[config.mk]
export PLATFORM = sky130hd
export DESIGN_NAME = dac_wave_sequencer
export DESIGN_NICKNAME = d
export VERILOG_FILES = /design/src/rtl/dac_wave_sequencer.sv
export SDC_FILE = /design/constraint.sdc
export NUM_CORES = 1
export LEC_CHECK = 0
export ABC_AREA = 1
export BUFFER_PORTS_ARGS = -buffer_cell sky130_fd_sc_hd__buf_2
export CORE_ASPECT_RATIO = 1.4
export CORE_MARGIN = 5
export CORE_UTILIZATION = 55
export DETAILED_ROUTE_END_ITERATION = 10
export PLACE_DENSITY = 0.73
export RECOVER_POWER = 50
export SLEW_MARGIN = 30
export SYNTH_ARGS = -nofsm -noshare
export SYNTH_HDL_FRONTEND = slang
export SYNTH_SLANG_ARGS = --single-unit
[constraint.sdc]
create_clock -name clk -period 10.3 [get_ports clk]
set_clock_uncertainty 0.05 [all_clocks]
set_input_delay 1.545 -clock clk [delete_from_list [all_inputs] [get_ports clk]]
set_output_delay 1.545 -clock clk [all_outputs]
set_load 0.005 [all_outputs]
[src/rtl/dac_wave_sequencer.sv]
// dac_wave_sequencer: tick-paced phase-accumulator waveform generator feeding
// the 8-bit DAC (I_data/en). Supports sine, square, sawtooth and triangle
// waves with amplitude scaling about midscale. Configuration changes made
// while running are staged in a shadow register and applied on an
// accumulator wrap, so they never land mid-period. Starting and stopping are
// glitch-free, and a stop always ends with a midscale sample.
// Optional build macro DAC_WAVE_SEQUENCER_SAMPLE_CNT_EN adds the sample_cnt
// and wrap_cnt outputs.
module dac_wave_sequencer #(
    parameter int         PHASE_W  = 16,
    parameter logic [7:0] MIDSCALE = 8'h80
) (
    input  logic               clk,
    input  logic               rst,
    input  logic               tick,
    input  logic               start,
    input  logic               stop,
    input  logic               cfg_valid,
    output logic               cfg_ready,
    input  logic [PHASE_W-1:0] cfg_ftw,
    input  logic [1:0]         cfg_wave,
    input  logic [7:0]         cfg_amp,
    output logic [7:0]         dac_data,
    output logic               dac_en,
    output logic               busy
`ifdef DAC_WAVE_SEQUENCER_SAMPLE_CNT_EN
    ,
    output logic [15:0]        sample_cnt,
    output logic [7:0]         wrap_cnt
`endif
);

    typedef enum logic [1:0] {
        S_IDLE,
        S_RUN,
        S_STOPPING
    } state_t;

    localparam logic [1:0] WAVE_SINE   = 2'd0;
    localparam logic [1:0] WAVE_SQUARE = 2'd1;
    localparam logic [1:0] WAVE_SAW    = 2'd2;
    localparam logic [1:0] WAVE_TRI    = 2'd3;

    // Quarter-wave table: round(127.5 * sin(pi * (2i + 1) / 256)), i = 0..63.
    localparam logic [6:0] SINE_LUT [64] = '{
        7'd2,   7'd5,   7'd8,   7'd11,  7'd14,  7'd17,  7'd20,  7'd23,
        7'd26,  7'd29,  7'd32,  7'd36,  7'd39,  7'd41,  7'd44,  7'd47,
        7'd50,  7'd53,  7'd56,  7'd59,  7'd61,  7'd64,  7'd67,  7'd70,
        7'd72,  7'd75,  7'd77,  7'd80,  7'd82,  7'd84,  7'd87,  7'd89,
        7'd91,  7'd93,  7'd96,  7'd98,  7'd100, 7'd101, 7'd103, 7'd105,
        7'd107, 7'd109, 7'd110, 7'd112, 7'd113, 7'd115, 7'd116, 7'd117,
        7'd118, 7'd120, 7'd121, 7'd122, 7'd122, 7'd123, 7'd124, 7'd125,
        7'd125, 7'd126, 7'd126, 7'd127, 7'd127, 7'd127, 7'd127, 7'd127
    };

    // Raw 8-bit code for the selected waveform at phase byte p8.
    function automatic logic [7:0] wave_raw(input logic [1:0] wave, input logic [7:0] p8);
        logic [5:0] idx;
        logic [6:0] lut;
        // Odd quadrants walk the table backwards: 63 - i is ~i on 6 bits.
        idx = p8[6] ? ~p8[5:0] : p8[5:0];
        lut = SINE_LUT[idx];
        case (wave)
            WAVE_SINE:   wave_raw = p8[7] ? (8'd127 - {1'b0, lut}) : (8'd128 + {1'b0, lut});
            WAVE_SQUARE: wave_raw = p8[7] ? 8'h00 : 8'hFF;
            WAVE_SAW:    wave_raw = p8;
            WAVE_TRI:    wave_raw = p8[7] ? 8'(9'd511 - {p8, 1'b0}) : {p8[6:0], 1'b0};
            default:     wave_raw = p8;
        endcase
    endfunction

    // Scale raw code about midscale; full-scale amplitude passes through.
    // The true result always fits in 8 bits, so modulo-256 arithmetic is exact.
    function automatic logic [7:0] amp_scale(input logic [7:0] r, input logic [7:0] amp);
        if (amp == 8'hFF) begin
            amp_scale = r;
        end else begin
            amp_scale = 8'((16'(r) * 16'(amp)) >> 8) + 8'd128 - {1'b0, amp[7:1]};
        end
    endfunction

    state_t             state;
    state_t             state_nxt;

    logic [PHASE_W-1:0] phase;
    logic [PHASE_W:0]   phase_sum;
    logic               wrap;
    logic [7:0]         p8;

    logic [PHASE_W-1:0] act_ftw;
    logic [1:0]         act_wave;
    logic [7:0]         act_amp;

    logic               sh_full;
    logic [PHASE_W-1:0] sh_ftw;
    logic [1:0]         sh_wave;
    logic [7:0]         sh_amp;

    logic               cfg_fire;

    assign phase_sum = {1'b0, phase} + {1'b0, act_ftw};
    assign wrap      = phase_sum[PHASE_W];
    assign p8        = phase[PHASE_W-1 -: 8];
    assign cfg_fire  = cfg_valid & cfg_ready;

    // State register.
    always_ff @(posedge clk) begin
        if (rst) begin
            state <= S_IDLE;
        end else begin
            state <= state_nxt;
        end
    end

    // Next-state logic plus handshake/busy decode.
    always_comb begin
        state_nxt = state;
        cfg_ready = 1'b0;
        busy      = 1'b0;
        case (state)
            S_IDLE: begin
                cfg_ready = 1'b1;
                if (start) begin
                    state_nxt = S_RUN;
                end
            end
            S_RUN: begin
                busy      = 1'b1;
                cfg_ready = ~sh_full;
                if (stop) begin
                    state_nxt = S_STOPPING;
                end
            end
            S_STOPPING: begin
                busy = 1'b1;
                if (tick) begin
                    state_nxt = S_IDLE;
                end
            end
            default: state_nxt = S_IDLE;
        endcase
    end

    // Accumulator, active config, shadow-valid flag and DAC output register.
    always_ff @(posedge clk) begin
        if (rst) begin
            phase    <= '0;
            act_ftw  <= '0;
            act_wave <= WAVE_SINE;
            act_amp  <= 8'hFF;
            sh_full  <= 1'b0;
            dac_data <= MIDSCALE;
            dac_en   <= 1'b0;
        end else begin
            dac_en <= 1'b0;
            case (state)
                S_IDLE: begin
                    sh_full <= 1'b0;
                    if (cfg_fire) begin
                        act_ftw  <= cfg_ftw;
                        act_wave <= cfg_wave;
                        act_amp  <= cfg_amp;
                    end
                    if (start) begin
                        phase <= '0;
                    end
                end
                S_RUN: begin
                    if (tick) begin
                        dac_data <= amp_scale(wave_raw(act_wave, p8), act_amp);
                        dac_en   <= 1'b1;
                        phase    <= phase_sum[PHASE_W-1:0];
                        // A staged config only lands on a period boundary.
                        if (wrap && sh_full) begin
                            act_ftw  <= sh_ftw;
                            act_wave <= sh_wave;
                            act_amp  <= sh_amp;
                            sh_full  <= 1'b0;
                        end
                    end
                    // cfg_ready is low while the shadow is full, so this never
                    // collides with the copy above.
                    if (cfg_fire) begin
                        sh_full <= 1'b1;
                    end
                end
                S_STOPPING: begin
                    if (tick) begin
                        dac_data <= MIDSCALE;
                        dac_en   <= 1'b1;
                        sh_full  <= 1'b0;
                    end
                end
                default: begin
                    sh_full <= 1'b0;
                end
            endcase
        end
    end

    // Shadow config payload; its validity is carried by sh_full.
    always_ff @(posedge clk) begin
        if (state == S_RUN && cfg_fire) begin
            sh_ftw  <= cfg_ftw;
            sh_wave <= cfg_wave;
            sh_amp  <= cfg_amp;
        end
    end

`ifdef DAC_WAVE_SEQUENCER_SAMPLE_CNT_EN
    logic emit;
    assign emit = tick && (state == S_RUN || state == S_STOPPING);

    // Saturating increment for the wrap counter.
    function automatic logic [7:0] sat_inc8(input logic [7:0] v);
        sat_inc8 = (v == 8'hFF) ? 8'hFF : v + 8'd1;
    endfunction

    // Count every DAC strobe, including the final midscale one.
    always_ff @(posedge clk) begin
        if (rst) begin
            sample_cnt <= '0;
        end else if (emit) begin
            sample_cnt <= sample_cnt + 16'd1;
        end
    end

    // Count accumulator wraps while running; restart from zero on start.
    always_ff @(posedge clk) begin
        if (rst) begin
            wrap_cnt <= '0;
        end else if (state == S_IDLE && start) begin
            wrap_cnt <= '0;
        end else if (state == S_RUN && tick && wrap) begin
            wrap_cnt <= sat_inc8(wrap_cnt);
        end
    end
`endif

endmodule

==> impl_results.md <==
- Dominant synthesized flop cell: dfxtp_1
- #FFs+latches synth: 80
- Relative slew slack: -0.00712
- Starting Density: 0.557
- # rows: 49
- Gr ovfl total: 0
- CP Class: reg -> reg
- Mapped Cells: 950
- DIE AREA: 15300 µm²
- Antenna cells: 0
- Drt drc: 0
- Violations in the final reports: max-capacitance violations, max-slew violations
- Post-Synth Simple-Gate Area: 0.237
- # Max-Cap Violations: 2
- Routed vias: 6420
- RSZ-0062 raised after global routing: no
- PortBufs: 42
- Critical path arrival: 8.09 ns
- Crit path max fanout: 13
- Die W: 106 µm
- Post-synthesis adder-cell area fraction: 0.235
- Drt first-iter violations: 337
- Global-route usage over all layers: 0.239
- Max-slew violation count: 34
- Worst skew pair latency: 0.34 ns
- Most used cell, CP: nand2_1
- Critical path capture point type: flip-flop
- Placed cell areas: 7380 µm²
- Final period utilization: 0.769
- Yosys cell types: 48
- CTS Hold Bufs: 0
- Slack of the critical path: 2.38 ns
- Wire per inst: 15.5 µm
- CP Launch Point: phase[14]
- Gpl congestion: 0.954
- Fin area: 7650 µm²
- Core area: 12800 µm²
- Multiplexer area fraction after synthesis: 0
- Slew @ Worst Pin: 1.51 ns
- Mapped Avg Cell Area: 7.48 µm²
- Drt via density: 5.65
- Synth Net Count: 1093
- P&R area growth vs syn: 7.75%
- Die height: 144 µm
- CTS buffer count: 9
- Layout cells sized above 1: 0.0762
- Worst-path clk slew: 0.07 ns
- Pre-CTS WS: 2.41 ns
- Htree depth: 3
- Outcome: finished, violations left
- CP peak stage delay: 0.65 ns
- Mapped cell area: 7100 µm²
- Largest family of logic cells by synthesized area: simple AND/OR/NAND/NOR gates
- Final WL: 17600 µm
- Drt first pass iters: 5
- Finished Core Util: 0.600
- Startpoint types: flip-flop
- Final hold vios: 0
- Slowest CP cell: dfxtp_1
- Fin nets: 1122
- Fmax: 0.126 GHz
- First-pass GRT wire length: 29400 µm
- Initial antenna violation count: 0
- Top Ports: 43
- Number of fill cells: 1230
- Hold Path Class: reg -> reg
- Min cycle time layout: 7.92 ns
- Clock sinks: 80
- Vias in the first global route: 6452
- HP Start: dac_data[6]
- Setup Buffers After CTS: 0
- Async set-reset flop share out of synthesis: 0
- Setup Viol. Count Final: 0
- Synth Area in Compound Gates: 0.156
- Crit Reg-Reg Startpoint: phase[14]
- Hpwl dp: 13600 µm
- CTS tree: done
- Req. time, crit path: 10.48 ns
- Largest net degree at the start of global routing: 37
- Root buffer cell: clkbuf_16
- Yosys warns: 0
- Antenna-violating nets left: 0
- Area share of xor/xnor cells in the synthesized design: 0.0257
- TNS Setup: 0 ns
- Post-synth EDFFs: 26
- Sequential area share after synthesis: 0.262
- Clock Path Buffers: 2
- Post-CTS sizing: 0
==> logic make-up after synthesis <==
family | Yosys count
compound gates | 195
xor+xnor | 20
fa+ha+maj | 111
buf+inv | 148
flops | 80
simple gates | 396
==> final timing paths <==
kind	to	slack [ns]	cells past startpoint
worst min register to register	dac_data[6]	0.41	2
worst min-delay path	dac_data[6]	0.41	2
worst max-delay path	dac_data[7]	2.38	42
worst max register to register	dac_data[7]	2.38	42
==> sequential cells by signal, summed over array words and instances (netlist names) <==
signal    flops
act_amp       8
act_ftw      16
act_wave      2
dac_data      8
dac_en        1
phase        16
sh_amp        8
sh_ftw       16
sh_full       1
sh_wave       2
state         2
==> layer usage <==
metal  wire, µm  part of all wire  track usage  up-vias
li1           -                 -            -     3173
met3        805             0.046       0.0424       54
met5          0                 0            0        -
met2       9120              0.52        0.448      183
met1       6960              0.40        0.255     3010
met4        724             0.041        0.124        0
==> through the flow <==
step / hold WS [ns] / instances
finish: 0.411 / 1137
global route: 0.432 / 1137
CTS: 0.411 / 1137
detailed placement: 0.402 / 1121
global placement: 0.400 / 1121
floorplan: 0.398 / 950
==> layout by cell type, fill, tap and decap left out, types with 2 or more instances in the layout <==
cell / Yosys / routed
xor2_1: 12 / 12
clkinv_1: 7 / 7
clkbuf_1: 13 / 25
nor4_1: 3 / 3
nor2_4: 2 / 2
o311ai_0: 8 / 8
a21oi_1: 81 / 81
buf_2: 6 / 19
edfxtp_1: 26 / 26
a31oi_1: 18 / 18
nor2_1: 107 / 107
inv_1: 111 / 111
nand2_4: 5 / 5
o211ai_1: 5 / 5
o21ai_1: 5 / 5
nand3_2: 3 / 3
clkbuf_16: 0 / 9
ha_1: 74 / 74
nand3_1: 25 / 25
xnor2_1: 7 / 7
fa_1: 37 / 37
o21ai_0: 63 / 63
dfxtp_1: 54 / 54
nand2_1: 221 / 221
inv_6: 0 / 2
o221ai_1: 4 / 4
nor3_1: 5 / 5
nor2_2: 3 / 3
nand2_2: 17 / 17
inv_2: 3 / 3
clkinvlp_4: 0 / 2
==> cell type report <==
cell class	count	area, µm²	share of cell area
flip-flops and latches	80	1860	0.243
inverters	121	454	0.0594
repair buffers	45	196	0.0257
well taps	153	191	0.0250
multi-input cells	722	4640	0.606
clock buffers	10	239	0.0312
clock inverters	6	73.8	0.00965
==> critical path, delay by kind of cell, from the launching register on <==
kind,cells,cell delay (ns)
adder cells (fa/ha/maj),8,3.49
buffers and inverters,6,0.64
flip-flops,1,0.65
AO/OA/AOI/OAI,7,0.95
XOR/XNOR,3,0.42
AND/OR/NAND/NOR,18,1.59
==> cell usage after synthesis (12+ instances only) <==
library cell / instances / area share
a21oi_1: 81 / 0.057
a31oi_1: 18 / 0.016
clkbuf_1: 13 / 0.0069
dfxtp_1: 54 / 0.15
edfxtp_1: 26 / 0.11
fa_1: 37 / 0.10
ha_1: 74 / 0.13
inv_1: 111 / 0.059
nand2_1: 221 / 0.12
nand2_2: 17 / 0.015
nand3_1: 25 / 0.018
nor2_1: 107 / 0.057
o21ai_0: 63 / 0.044
xor2_1: 12 / 0.015
Power is left out: the tool's default activity adds up to more than one toggle a clock period on the data nets, which glitch-free logic cannot reach.
